[config.mk]
export PLATFORM = sky130hd
export DESIGN_NAME = foo_gb_regmap
export DESIGN_NICKNAME = d
export VERILOG_FILES = /design/src/rtl/foo_gb_pkg.sv /design/src/rtl/foo_bar_regs.sv /design/src/rtl/foo_gb_regmap.sv
export SDC_FILE = /design/constraint.sdc
export NUM_CORES = 1
export LEC_CHECK = 0
export CORE_MARGIN = 5
export CORE_UTILIZATION = 61
export DETAILED_ROUTE_END_ITERATION = 12
export PLACE_DENSITY = 0.85
export SYNTH_ARGS = -nofsm -noshare
export SYNTH_HDL_FRONTEND = slang
export SYNTH_SLANG_ARGS = --single-unit
[constraint.sdc]
create_clock -name clk -period 2.7 [get_ports clk]
set_clock_uncertainty 0.05 [all_clocks]
set_input_delay 0.27 -clock clk [delete_from_list [all_inputs] [get_ports clk]]
set_output_delay 0.27 -clock clk [all_outputs]
set_load 0.02 [all_outputs]
[src/rtl/foo_gb_pkg.sv]
// foo_gb_pkg
// Shared bus geometry, region base addresses and in-region offsets for the
// ghostbus target of the foo hierarchy.
// Optional feature macro: GHOSTBUS_RAM_EN (RAM arrays present when defined).
package foo_gb_pkg;

    localparam int GB_AW = 12;
    localparam int GB_DW = 32;

    // Region bases; the region is selected by address bits [11:9]
    localparam logic [GB_AW-1:0] BASE_FOO       = 12'h000;
    localparam logic [GB_AW-1:0] BASE_BAR_0     = 12'h200;
    localparam logic [GB_AW-1:0] BASE_BAZ_BAR_1 = 12'h400;
    localparam logic [GB_AW-1:0] BASE_BAZ_BAR_0 = 12'h600;

    // Offsets inside a region (address bits [8:0])
    localparam logic [8:0] ADDR_HA_REG     = 9'h000;
    localparam logic [8:0] ADDR_HA_REG_TWO = 9'h001;
    localparam logic [8:0] ADDR_FOO_CNT    = 9'h001;
    localparam logic [8:0] BASE_FOO_RAM    = 9'h040;
    localparam logic [8:0] BASE_BAR_RAM    = 9'h100;
    localparam int         SIZE_BAR_RAM    = 'h040;

    function automatic logic region_hit(input logic [GB_AW-1:0] addr,
                                        input logic [GB_AW-1:0] base);
        return addr[11:9] == base[11:9];
    endfunction

endpackage

[src/rtl/foo_bar_regs.sv]
// foo_bar_regs
// One bar register block: ha_reg (GW bits), ha_reg_two (DW bits) and,
// when GHOSTBUS_RAM_EN is defined, a 64-word RAM at offset 0x100.
// Read data is combinational and forced to zero when the block is not
// selected so the parent can OR all blocks together.
// Ports:
//   clk, rst_n   clock, async active-low reset
//   i_sel        this block's region is addressed
//   i_addr       in-region word offset
//   i_we         write strobe
//   i_wdata      write data
//   o_rdata      read data (zero when unselected)
module foo_bar_regs
    import foo_gb_pkg::*;
#(
    parameter int GW = 8,
    parameter int DW = 32
) (
    input  logic          clk,
    input  logic          rst_n,
    input  logic          i_sel,
    input  logic [8:0]    i_addr,
    input  logic          i_we,
    input  logic [DW-1:0] i_wdata,
    output logic [DW-1:0] o_rdata
);

    logic [GW-1:0] r_ha_reg;
    logic [DW-1:0] r_ha_reg_two;

    logic w_hit_ha;
    logic w_hit_two;

    assign w_hit_ha  = i_sel && (i_addr == ADDR_HA_REG);
    assign w_hit_two = i_sel && (i_addr == ADDR_HA_REG_TWO);

`ifdef GHOSTBUS_RAM_EN
    logic [DW-1:0] r_ram [SIZE_BAR_RAM] = '{default: '0};
    logic          w_hit_ram;

    assign w_hit_ram = i_sel && (i_addr[8:6] == BASE_BAR_RAM[8:6]);
`endif

    // RAM writes share the reset-qualified block so a write that coincides
    // with reset is dropped; the RAM itself is never cleared.
    always_ff @(posedge clk or negedge rst_n) begin
        if (!rst_n) begin
            r_ha_reg     <= '0;
            r_ha_reg_two <= '0;
        end else if (i_we) begin
            if (w_hit_ha)
                r_ha_reg <= i_wdata[GW-1:0];
            if (w_hit_two)
                r_ha_reg_two <= i_wdata;
`ifdef GHOSTBUS_RAM_EN
            if (w_hit_ram)
                r_ram[i_addr[5:0]] <= i_wdata;
`endif
        end
    end

    always_comb begin
        o_rdata = '0;
        if (w_hit_ha)
            o_rdata[GW-1:0] = r_ha_reg;
        else if (w_hit_two)
            o_rdata = r_ha_reg_two;
`ifdef GHOSTBUS_RAM_EN
        else if (w_hit_ram)
            o_rdata = r_ram[i_addr[5:0]];
`endif
    end

endmodule

[src/rtl/foo_gb_regmap.sv]
// foo_gb_regmap
// Ghostbus target for the foo hierarchy. Decodes a 12-bit word address into
// the foo local region (ha_reg, free-running counter, RAM) and three bar
// blocks, and returns registered read data one cycle after the address.
// Optional feature macro: GHOSTBUS_RAM_EN (foo RAM and bar RAMs present).
// Ports:
//   clk, rst_n   clock, async active-low reset
//   gb_addr      word address
//   gb_dout      write data from host
//   gb_we        write strobe
//   gb_din       registered read data to host
module foo_gb_regmap
    import foo_gb_pkg::*;
#(
    parameter int AW = 24,
    parameter int DW = 32,
    parameter int GW = 8,
    parameter int RD = 8
) (
    input  logic             clk,
    input  logic             rst_n,
    input  logic [GB_AW-1:0] gb_addr,
    input  logic [DW-1:0]    gb_dout,
    output logic [DW-1:0]    gb_din,
    input  logic             gb_we
);

    logic [8:0]    w_off;
    logic          w_sel_foo;
    logic          w_sel_bar_0;
    logic          w_sel_baz_bar_1;
    logic          w_sel_baz_bar_0;
    logic          w_hit_ha;
    logic          w_hit_cnt;

    logic [GW-1:0] r_ha_reg;
    logic [AW-1:0] r_cnt;

    logic [DW-1:0] w_foo_rdata;
    logic [DW-1:0] w_bar_0_rdata;
    logic [DW-1:0] w_baz_bar_1_rdata;
    logic [DW-1:0] w_baz_bar_0_rdata;

    assign w_off           = gb_addr[8:0];
    assign w_sel_foo       = region_hit(gb_addr, BASE_FOO);
    assign w_sel_bar_0     = region_hit(gb_addr, BASE_BAR_0);
    assign w_sel_baz_bar_1 = region_hit(gb_addr, BASE_BAZ_BAR_1);
    assign w_sel_baz_bar_0 = region_hit(gb_addr, BASE_BAZ_BAR_0);

    assign w_hit_ha  = w_sel_foo && (w_off == ADDR_HA_REG);
    assign w_hit_cnt = w_sel_foo && (w_off == ADDR_FOO_CNT);

`ifdef GHOSTBUS_RAM_EN
    localparam int RIW = (RD > 1) ? $clog2(RD) : 1;

    logic [DW-1:0]  r_ram [RD] = '{default: '0};
    logic           w_hit_ram;
    logic [RIW-1:0] w_ram_idx;

    // Offsets 0x040..0x07F belong to the RAM window; only the first RD
    // words are backed, the rest read 0 and ignore writes.
    assign w_hit_ram = w_sel_foo && (w_off[8:6] == BASE_FOO_RAM[8:6])
                       && (int'(w_off[5:0]) < RD);
    assign w_ram_idx = w_off[RIW-1:0];
`endif

    always_ff @(posedge clk or negedge rst_n) begin
        if (!rst_n) begin
            r_ha_reg <= '0;
            r_cnt    <= '0;
        end else begin
            r_cnt <= r_cnt + AW'(1);
            if (gb_we && w_hit_ha)
                r_ha_reg <= gb_dout[GW-1:0];
`ifdef GHOSTBUS_RAM_EN
            if (gb_we && w_hit_ram)
                r_ram[w_ram_idx] <= gb_dout;
`endif
        end
    end

    always_comb begin
        w_foo_rdata = '0;
        if (w_hit_ha)
            w_foo_rdata[GW-1:0] = r_ha_reg;
        else if (w_hit_cnt)
            w_foo_rdata[AW-1:0] = r_cnt;
`ifdef GHOSTBUS_RAM_EN
        else if (w_hit_ram)
            w_foo_rdata = r_ram[w_ram_idx];
`endif
    end

    foo_bar_regs #(.GW(GW), .DW(DW)) u_bar_0 (
        .clk     (clk),
        .rst_n   (rst_n),
        .i_sel   (w_sel_bar_0),
        .i_addr  (w_off),
        .i_we    (gb_we),
        .i_wdata (gb_dout),
        .o_rdata (w_bar_0_rdata)
    );

    foo_bar_regs #(.GW(GW), .DW(DW)) u_baz_bar_1 (
        .clk     (clk),
        .rst_n   (rst_n),
        .i_sel   (w_sel_baz_bar_1),
        .i_addr  (w_off),
        .i_we    (gb_we),
        .i_wdata (gb_dout),
        .o_rdata (w_baz_bar_1_rdata)
    );

    foo_bar_regs #(.GW(GW), .DW(DW)) u_baz_bar_0 (
        .clk     (clk),
        .rst_n   (rst_n),
        .i_sel   (w_sel_baz_bar_0),
        .i_addr  (w_off),
        .i_we    (gb_we),
        .i_wdata (gb_dout),
        .o_rdata (w_baz_bar_0_rdata)
    );

    // Region selects are mutually exclusive and unselected sources drive
    // zero, so an OR is a sufficient mux. Counter reads return the pre-edge
    // value because r_cnt and gb_din update on the same edge.
    always_ff @(posedge clk or negedge rst_n) begin
        if (!rst_n)
            gb_din <= '0;
        else
            gb_din <= w_foo_rdata | w_bar_0_rdata | w_baz_bar_1_rdata
                      | w_baz_bar_0_rdata;
    end

endmodule

==> flow_summary.toml <==
[floorplanning]
core-area_um2 = 12600
die-area_um2 = 15200
start_util_pct = 62.2
die_h_um = 123
fp.dieW_um = 123
placementRows = 41
num_io_pins = 79

[timing]
maxSlewViolCount = 0
period_share_pct = 89.3
rsz0062_at_grt = "false"
worst_slew_pin_slew_ps = 635
finalHoldViolCount = 0
totalNegativeSetupSlack_ps = 0
finalWorstPathRequiredPeriod_ps = 2410
fmax_mhz = 415
setup_viol = 0
max_slew_margin_pct = 57.6

[finish]
syn2layout_area_growth_pct = 22.9
antenna_cells = 0
num-fill-cells = 763
layout_common_cells = "184 x dfrtp_1, 101 x mux2_2, 76 x clkdlybuf4s50_1, 50 x mux2i_1, 32 x mux2_1"
nets = 685
fin_area_um2 = 9600
layout_commonest_cell = "dfrtp_1"
drive_gt1_share_pct = 26.2

[global_route]
grt_max_degree = 120
grt_pass1_wl_um = 28200
grt_pass1_vias = 5445
grt_usage_pct = 24.2
overflow = 0
antenna_found_initial = 0

[clock_network]
clk_pin_slew_ps = 60
clockRootBuffer = "clkbuf_16"
clk_latency_ps = 430
postCtsResizedCells = 0
cts_buffers = 17
ctsHtreeMaxLevel = 4
ctsLongestPathBuffers = 2
cts_tree = "yes"
cts_sinks = 184

[worst_setup_path]
r2r-start = "r_cnt[2]"
critical_path_class = "input port to flip-flop"
r2r_slack_ps = 830
crit_path_max_fanout = 6
worstPathRequired_ps = 2960
endpoint_kind = "flip-flop"
worstPathArrival_ps = 2670
start_kind = "input port"
cp-startpoint = "gb_addr[1]"

[route]
drt-initial-drc-count = 380
wl_um = 16700
vias = 4843
vias_per_cell = 5.89
drc = 0
drtPass1Iterations = 4
routedWlPerCell_um = 20.4
antenna_left = 0

[power_and_ir_drop]
p_leak_uw = 0.00457
ir_drop_mv = 0.380
powerDensity_nw_per_um2 = 583

[placement]
gp_congestion = 0.759
dp_hpwl_um = 11200
port_buffers = 78
placed_area_um2 = 8960

[synth]
synth_nets = 586
synth_edf_count = 0
synth_area_um2 = 7810
ys_async_sr_fraction_pct = 100
synth.distinct_cells = 37
syn_inst = 538
synth.yosys.seq_area_share_pct = 58.9
avgSynthCellArea_um2 = 14.5
yosysWarnings = 0
ys_ff_latch = 184
synth_flop_cell = "dfrtp_1"

[run]
drv_cap = 0

[outcome]
status = "finished clean"

[min_path]
hold_class = "input port to asynchronous set/reset pin"
[stage by stage]
| stage | worst slack (ps) | cells | hold WS [ps] | util (%) | power [uW] |
|---|---|---|---|---|---|
| 2_1_floorplan | 369 | 538 | -75.6 | - | 2890 |
| 3_3_place_gp | -119 | 789 | 10.7 | 71.3 | 3050 |
| 3_5_place_dp | -151 | 789 | 8.90 | 71.3 | 3060 |
| 4_1_cts | 291 | 822 | 135 | 76.4 | 5630 |
| 5_1_grt | 218 | 822 | 137 | 76.4 | 5760 |
| 6_report | 290 | 822 | 135 | 76.4 | 5600 |
[report_power, final]
part           internal (uW)  total [uW]  switching (uW)
registers               2770        2770            4.44
clock network           1600        2590             989
logic                    104         237             133
[final timing paths]
kind,to,depth (start not counted)
max reg2reg,r_cnt[23],4
min in group clk,gb_din[4],3
max,u_baz_bar_0.r_ha_reg_two[26],6
max in group asynchronous,gb_din[27],3
min reg2reg,gb_din[26],1
min,u_bar_0.r_ha_reg[4],2
[cell usage after synthesis, drive strengths merged, types with 2 or more instances]
| cell type | number | area share (%) |
|---|---|---|
| and3 | 2 | 0.16 |
| or4 | 3 | 0.34 |
| xor2 | 2 | 0.22 |
| xnor2 | 20 | 2.2 |
| mux2 | 133 | 19 |
| inv | 6 | 0.29 |
| a22oi | 5 | 0.48 |
| nand2 | 15 | 0.72 |
| nor4 | 3 | 0.24 |
| o2bb2ai | 13 | 1.5 |
| and4 | 3 | 0.34 |
| o22ai | 16 | 1.3 |
| nand4 | 11 | 0.88 |
| mux2i | 50 | 6.4 |
| nand3 | 15 | 0.96 |
| nor3 | 2 | 0.19 |
| dfrtp | 184 | 59 |
| buf | 17 | 1.6 |
| clkbuf | 8 | 0.38 |
| o21ai | 3 | 0.19 |
| o221ai | 5 | 0.56 |
| mux4 | 6 | 1.7 |
| nor2 | 9 | 0.53 |
| nor2b | 3 | 0.27 |
[timing repair]
action / 4_1_cts / 5_1_grt
buffers inserted: 0 / 0
hold buffers: 1 / 0
hold endpoints to repair: 184 / 0
[area by class of cell]
type	count	area [um^2]	share of cell area [%]
inverter	6	22.5	0.235
clock buffer	25	515	5.37
multi-input combinational	323	3030	31.6
timing repair buffer	105	1090	11.4
clock inverter	7	113	1.17
tap	172	215	2.24
sequential	184	4600	48.0
[cells by family (layout without fill, tap and decap cells)]
kind of cell             after synthesis  count (layout)  share of synthesized area (%)
AND/OR/NAND/NOR                       69              69                           4.87
XOR/XNOR                              22              22                           2.47
buffers and inverters                 31             143                           2.29
AO/OA/AOI/OAI                         42              42                           3.97
flip-flops                           184             184                           58.9
multiplexers                         189             189                           27.3
adder cells (fa/ha/maj)                1               1                          0.160
[critical path, cell delays in order]
cell and delay [ps]:
clkdlybuf4s50_1 420, or4_4 560, or4_1 640, nor2_4 230, buf_4 190, mux2_2 340
[metal layers]
| layer | global-route usage, % | routed length, um | vias to the layer above |
|---|---|---|---|
| met3 | 5.44 | 845 | 19 |
| met4 | 6.78 | 207 | 0 |
| li1 | - | - | 2170 |
| met5 | 0 | 0 | - |
| met2 | 39.4 | 8360 | 111 |
| met1 | 33.2 | 7330 | 2543 |
(Power assumes the default switching activity.)
